[src/rtl/call_return_sequencer.sv]
// Program-counter sequencer for the LEG CPU; sole driver of the downstream hardware return stack.
// Latency: stack strobes combinational in the CALL/RET cycle; new PC/DEPTH visible one cycle later.
// Backpressure: EN=0 holds all state and suppresses strobes; a trap freezes everything until rst.
// Optional build macro CALL_RETURN_GUARD_EN enables overflow/underflow depth checks.
module call_return_sequencer #(
    parameter  int PC_WIDTH    = 8,
    parameter  int STEP        = 4,
    parameter  int STACK_DEPTH = 256,
    localparam int DEPTH_W     = $clog2(STACK_DEPTH) + 1
) (
    input  logic                clk,
    input  logic                rst,
    input  logic                EN,
    input  logic                CALL,
    input  logic                RET,
    input  logic                JUMP,
    input  logic [PC_WIDTH-1:0] TARGET,
    input  logic [PC_WIDTH-1:0] STACK_OUTPUT,
    output logic [PC_WIDTH-1:0] PC,
    output logic                STACK_PUSH,
    output logic                STACK_POP,
    output logic [PC_WIDTH-1:0] STACK_VALUE,
    output logic [DEPTH_W-1:0]  DEPTH,
    output logic                FAULT,
    output logic [1:0]          FAULT_CODE
);

    typedef enum logic {
        ST_RUN  = 1'b0,
        ST_TRAP = 1'b1
    } state_t;

    localparam logic [1:0] FC_NONE      = 2'd0;
    localparam logic [1:0] FC_OVERFLOW  = 2'd1;
    localparam logic [1:0] FC_UNDERFLOW = 2'd2;
    localparam logic [1:0] FC_CALL_RET  = 2'd3;

    localparam logic [PC_WIDTH-1:0] STEP_V = PC_WIDTH'(STEP);
    localparam logic [DEPTH_W-1:0]  FULL_V = DEPTH_W'(STACK_DEPTH);

    state_t              state_q, state_d;
    logic [PC_WIDTH-1:0] pc_q, pc_d;
    logic [DEPTH_W-1:0]  depth_q, depth_d;
    logic                fault_q, fault_d;
    logic [1:0]          fault_code_q, fault_code_d;

    logic                stack_push;
    logic                stack_pop;
    logic [PC_WIDTH-1:0] pc_next_seq;
    logic                stack_full;
    logic                stack_empty;
    logic                advance;

    // Sequential return address; wraps naturally at the PC width.
    assign pc_next_seq = pc_q + STEP_V;

    // Only an enabled, running, non-reset cycle may act on the control inputs.
    assign advance = !rst && (state_q == ST_RUN) && EN;

`ifdef CALL_RETURN_GUARD_EN
    // Depth checks trap before the stack can be overrun or underrun.
    assign stack_full  = (depth_q == FULL_V);
    assign stack_empty = (depth_q == '0);
`else
    // Unguarded build: the stack is trusted, DEPTH simply wraps.
    assign stack_full  = 1'b0;
    assign stack_empty = 1'b0;
`endif

    // Next-state decode: one action per cycle in CALL&RET > RET > CALL > JUMP > step priority.
    always_comb begin
        state_d      = state_q;
        pc_d         = pc_q;
        depth_d      = depth_q;
        fault_code_d = fault_code_q;
        stack_push   = 1'b0;
        stack_pop    = 1'b0;

        if (advance) begin
            if (CALL && RET) begin
                state_d      = ST_TRAP;
                fault_code_d = FC_CALL_RET;
            end else if (RET) begin
                if (stack_empty) begin
                    state_d      = ST_TRAP;
                    fault_code_d = FC_UNDERFLOW;
                end else begin
                    stack_pop = 1'b1;
                    pc_d      = STACK_OUTPUT;
                    depth_d   = depth_q - 1'b1;
                end
            end else if (CALL) begin
                // JUMP is deliberately ignored here: CALL already loads TARGET.
                if (stack_full) begin
                    state_d      = ST_TRAP;
                    fault_code_d = FC_OVERFLOW;
                end else begin
                    stack_push = 1'b1;
                    pc_d       = TARGET;
                    depth_d    = depth_q + 1'b1;
                end
            end else if (JUMP) begin
                pc_d = TARGET;
            end else begin
                pc_d = pc_next_seq;
            end
        end

        fault_d = (state_d == ST_TRAP);
    end

    // FSM and all architectural state; synchronous reset returns to RUN at PC 0.
    always_ff @(posedge clk) begin
        if (rst) begin
            state_q      <= ST_RUN;
            pc_q         <= '0;
            depth_q      <= '0;
            fault_q      <= 1'b0;
            fault_code_q <= FC_NONE;
        end else begin
            state_q      <= state_d;
            pc_q         <= pc_d;
            depth_q      <= depth_d;
            fault_q      <= fault_d;
            fault_code_q <= fault_code_d;
        end
    end

    assign PC          = pc_q;
    assign DEPTH       = depth_q;
    assign FAULT       = fault_q;
    assign FAULT_CODE  = fault_code_q;
    assign STACK_PUSH  = stack_push;
    assign STACK_POP   = stack_pop;
    assign STACK_VALUE = pc_next_seq;

endmodule

[config.mk]
export PLATFORM = sky130hd
export DESIGN_NAME = call_return_sequencer
export DESIGN_NICKNAME = d
export VERILOG_FILES = /design/src/rtl/call_return_sequencer.sv
export SDC_FILE = /design/constraint.sdc
export NUM_CORES = 1
export LEC_CHECK = 0
export CAP_MARGIN = 10
export CORE_UTILIZATION = 40
export CTS_CLUSTER_SIZE = 10
export DETAILED_ROUTE_END_ITERATION = 16
export HOLD_SLACK_MARGIN = 0.02
export PLACE_DENSITY = 0.74
export SETUP_SLACK_MARGIN = 0.1
export SYNTH_ARGS = -nofsm -noshare
export SYNTH_HDL_FRONTEND = slang
export SYNTH_SLANG_ARGS = --single-unit
[constraint.sdc]
create_clock -name clk -period 2.7 [get_ports clk]
set_input_delay 0.675 -clock clk [delete_from_list [all_inputs] [get_ports clk]]
set_output_delay 0.675 -clock clk [all_outputs]
set_load 0.01 [all_outputs]
# Word-level counts from Yosys, hierarchy flattened
# Cells that the tools add are included.
# totals
in_bits	22
register_bits	19
out_inout_bits	30
# classes
add_sub_neg	3
reduce_logical	8
mux	12
bitwise	2
# ops
operator	count
8-bit two-way mux	3
9-bit two-way mux	2
9-bit by 1-bit adder with 9-bit output (second input constant)	1
9-bit by 1-bit subtractor with 9-bit output (second input constant)	1
8-bit by 3-bit adder with 8-bit output (second input constant)	1
1-bit two-way mux	7
2-bit AND reduction	2
1-bit logical AND	3
3-bit AND reduction	1
1-bit inverter	2
2-bit nonzero test	1
1-bit zero test	1

# Logic depth before layout (Yosys ltp)
# depth
ltp_word	4
depth_mapped	9
ltp_nobuf	7

# Least setup slack after synthesis
# Ideal clock, no wire load.
# synth_timing
path_type	input port to flip-flop
startpoint	input port RET
endpoint	register depth_q[5], in the netlist DEPTH[5]
path_slack_ps	373
t_arrival_ps	2205
stages	7
required_ps	2578
setup_ps	122
cell_sequence	clkbuf_1 -> inv_1 -> ha_1 -> and4bb_2 -> buf_2 -> a31o_1 -> a311o_1
# synth_between
elab_chain_len	3
word_cells_on_any_way	5
# synth_rtl
item	line	rtl
from (decl)	15	input logic RET,
1-bit logical AND	80	if (CALL && RET) begin
1-bit inverter (no line)	--	
3-bit AND reduction (no line)	--	
to (signal assigned)	123	depth_q <= depth_d;
to (decl)	43	logic [DEPTH_W-1:0] depth_q, depth_d;
# Several ways; a longest one is shown, not always the timed one.
# A chain may end at the register's enable or synchronous reset.

# Worst setup path in the final report
# layout_timing
startpoint	input port CALL
endpoint	output port STACK_POP
# layout_between
elab_chain_len	3
# layout_rtl
item	line	rtl
from (decl)	14	input logic CALL,
1-bit logical AND	80	
1-bit two-way mux	80	
1-bit two-way mux	79	if (advance) begin
to (decl)	21	output logic STACK_POP,
# Every way passes these cells.

==> flow_summary.yaml <==
grt:
  grt_max_degree: 20
  grt_remaining_overflow: 0
  via_count_of_the_first_global_routing_pass: 1325
  grt_first_pass_wirelength_um: 5730
  antenna_found_initial: 0
  global_route.usage.total_pct: 20.7
place:
  globalplace.congestion: 0.863
  place.port_buffers: 51
  dpl_worst_slack_ns: -0.176
  dp_hpwl_um: 2900
layout:
  net_total_in_the_final_layout: 266
  final.fill_count: 278
  area_delta_synth_final_pct: 50.2
  diode_insertion_count_for_antenna_repair: 0
  drive_gt1_share_pct: 13.9
job:
  max_cap_violations: 0
sta:
  timing_hold_violations_final: 0
  setup_repair_after_global_routing_missed_its_margin: "false"
  final_max_slew_viol_count: 0
  tns_ns: 0
  finalWorstPathRequiredPeriod_ns: 2.56
  slew_headroom_pct: 70.3
  measured_slew_at_the_worst_slew_check_pin_ns: 0.445
  finalCritPeriodShare_pct: 94.9
  fin_worst_skew_ns: 0.00277
  timing.final.ws_setup_ns: 0.137
  setup-violations-final: 0
  max_clock_freq_ghz: 0.390
route:
  drt-initial-drc-count: 58
  drt-vias-per-instance: 5.35
  drt_wl_total_um: 3730
  drt-pass1-iter-count: 4
  average_wire_per_cell_in_the_routed_design_um: 13.6
  final_antenna_net_count: 0
  dr_total_vias: 1466
  drc: 0
synthesis:
  syn-instance-count: 166
  synth-warning-count: 0
  most_used_dff_post_synth: "dfxtp_1"
  synthDominantAreaCellType: "dfxtp_1"
  synth_largest_type_area_fraction_pct: 26.1
  ys_top_cells_by_area: "dfxtp_1, ha_1, mux2i_1"
  synth.cells.most_frequent: "dfxtp_1, nand2_1, ha_1"
  postSynthNetCount: 201
  syn_area_mm2: 0.00138
  synth-async-reset-ratio_pct: 0
  postSynthAreaPerCell_um2: 8.33
  synth_cell_type_count: 44
  number_of_enable_type_register_cells_in_the_synthesized_netlist: 0
  yosys_register_bits: 18
  yosysSeqAreaShare_pct: 26.1
  synth.most_common_cell: "dfxtp_1"
clock_network:
  post-cts-setup-buffers: 0
  h-tree-depth: 1
  clock_tree.buffer_depth: 2
  clkTransAtPathRegs_ns: 0.11
  clkLatencyLatePin_ns: 0.30
  cts_tree: "built"
  clkSinkCount: 18
  clock_buffers_created_by_tritoncts: 3
  cts-root-buf: "clkbuf_4"
  ctsHoldBuffers: 0
power:
  comb_power_share_pct: 35.9
  p_per_area_mw_per_mm2: 356
  intPower_uw: 515
  vdd_drop_max_v: 0.000172
  clock_power_share_pct: 23.2
  p_leak_uw: 0.000840
  post-layout-total-power_uw: 740
  net-switching-power_uw: 225
  seq_power_share_pct: 40.9
  sw_frac_of_total_pct: 30.5
floorplan:
  die_h_um: 60.8
  ios: 52
  design.core.area_mm2: 0.00315
  die-area_mm2: 0.00370
  start_util_pct: 43.8
  std_cell_rows: 20
  floorplan.die.width_um: 60.8
run_status:
  run_status: "finished, final reports clean"
setup_path:
  cp-start-kind: "input pin"
  cp_max_fo: 3
  critPathKind: "in2out"
  worst_path_max_delay_cell: "clkdlybuf4s50_1"
  worst_ep_required_time_ns: 2.03
  worstReg2RegStart: "DEPTH[0]"
  setup.worst_path.start: "CALL"
  worstPathCellList: "clkdlybuf4s50_1 > inv_1 > ha_1 > and2_1 > dlygate4sd2_1"
  cp-end-kind: "output port"
  critical-path-max-stage-delay_ns: 0.52
  cp.arrival_ns: 1.89
min_path:
  hold_path.class: "reg2reg"
  worst_hold_startpoint: "DEPTH[3]"
[critical path, delay by kind of cell]
| kind | cells | cell delay [ns] |
|---|---|---|
| adder cells (fa/ha/maj) | 1 | 0.20 |
| buffers and inverters | 3 | 0.88 |
| AND/OR/NAND/NOR | 1 | 0.14 |
[cell families (layout without fill, tap and decap cells)]
kind of cell / Yosys count / count (layout) / share of synthesized area, %
xor+xnor: 7 / 7 / 4.43
buf+inv: 17 / 81 / 6.42
simple gates: 61 / 61 / 24.8
mux: 9 / 9 / 6.52
flops: 18 / 18 / 26.1
compound gates: 41 / 41 / 19.5
fa+ha+maj: 13 / 13 / 12.3
[per-layer routing]
layer	track usage [%]	wire (µm)	share of wire, %	vias up
met5	0	0	0	-
met4	8.44	59	1.6	0
met3	3.20	284	7.6	9
met2	37.8	1770	48	63
met1	24.0	1610	43	669
li1	-	-	-	725
[final timing paths]
kind	endpoint	slack (ns)	depth (start not counted)
worst min register to register	DEPTH[3]	0.48	2
worst max register to register	DEPTH[4]	1.00	5
worst min-delay path	DEPTH[3]	0.48	2
worst max-delay path	STACK_POP	0.14	5
[per-stage QoR]
stage | std cells | area [µm²] | util (%) | hold slack [ns]
5_1_grt | 274 | 2080 | 65.9 | 0.517
3_5_place_dp | 270 | 2030 | 64.4 | 0.473
6_report | 274 | 2080 | 65.9 | 0.483
4_1_cts | 274 | 2080 | 65.8 | 0.494
2_1_floorplan | 166 | 1380 | - | 0.492
3_3_place_gp | 270 | 2030 | 64.4 | 0.465
[what timing repair did]
action / in CTS / in global routing
gates cloned: 0 / 0
resized for setup: 5 / 1
setup endpoints to repair: 2 / 1
[cell usage in the layout (no fill, tap or decap), types with 7 or more instances in the layout]
cell type,n
clkdlybuf4s50_1,48
buf_4,20
dfxtp_1,17
nand2_1,16
ha_1,12
a21oi_1,10
nor2_1,9
mux2i_1,9
o21ai_0,9
nand3_1,7
[power groups by stage]
stage	registers, µW	logic (µW)	clock network [µW]
after global routing	306	289	189
after CTS	303	266	184
after global placement	307	258	0
final	303	266	172
after floorplan	313	127	0
after detailed placement	308	264	0
[state kept, by name, summed over array words and instances (netlist names)]
| signal | count |
|---|---|
| FAULT_CODE | 1 |
| PC | 8 |
| DEPTH | 9 |
[layout make-up]
class	instances	area, µm²	area share [%]
repair buffers	71	657	31.6
multi-input cells	131	945	45.5
flip-flops and latches	18	362	17.4
inverters	6	22.5	1.08
clock buffers	4	36.3	1.75
well taps	44	55.1	2.65
(Power assumes the default switching activity.)
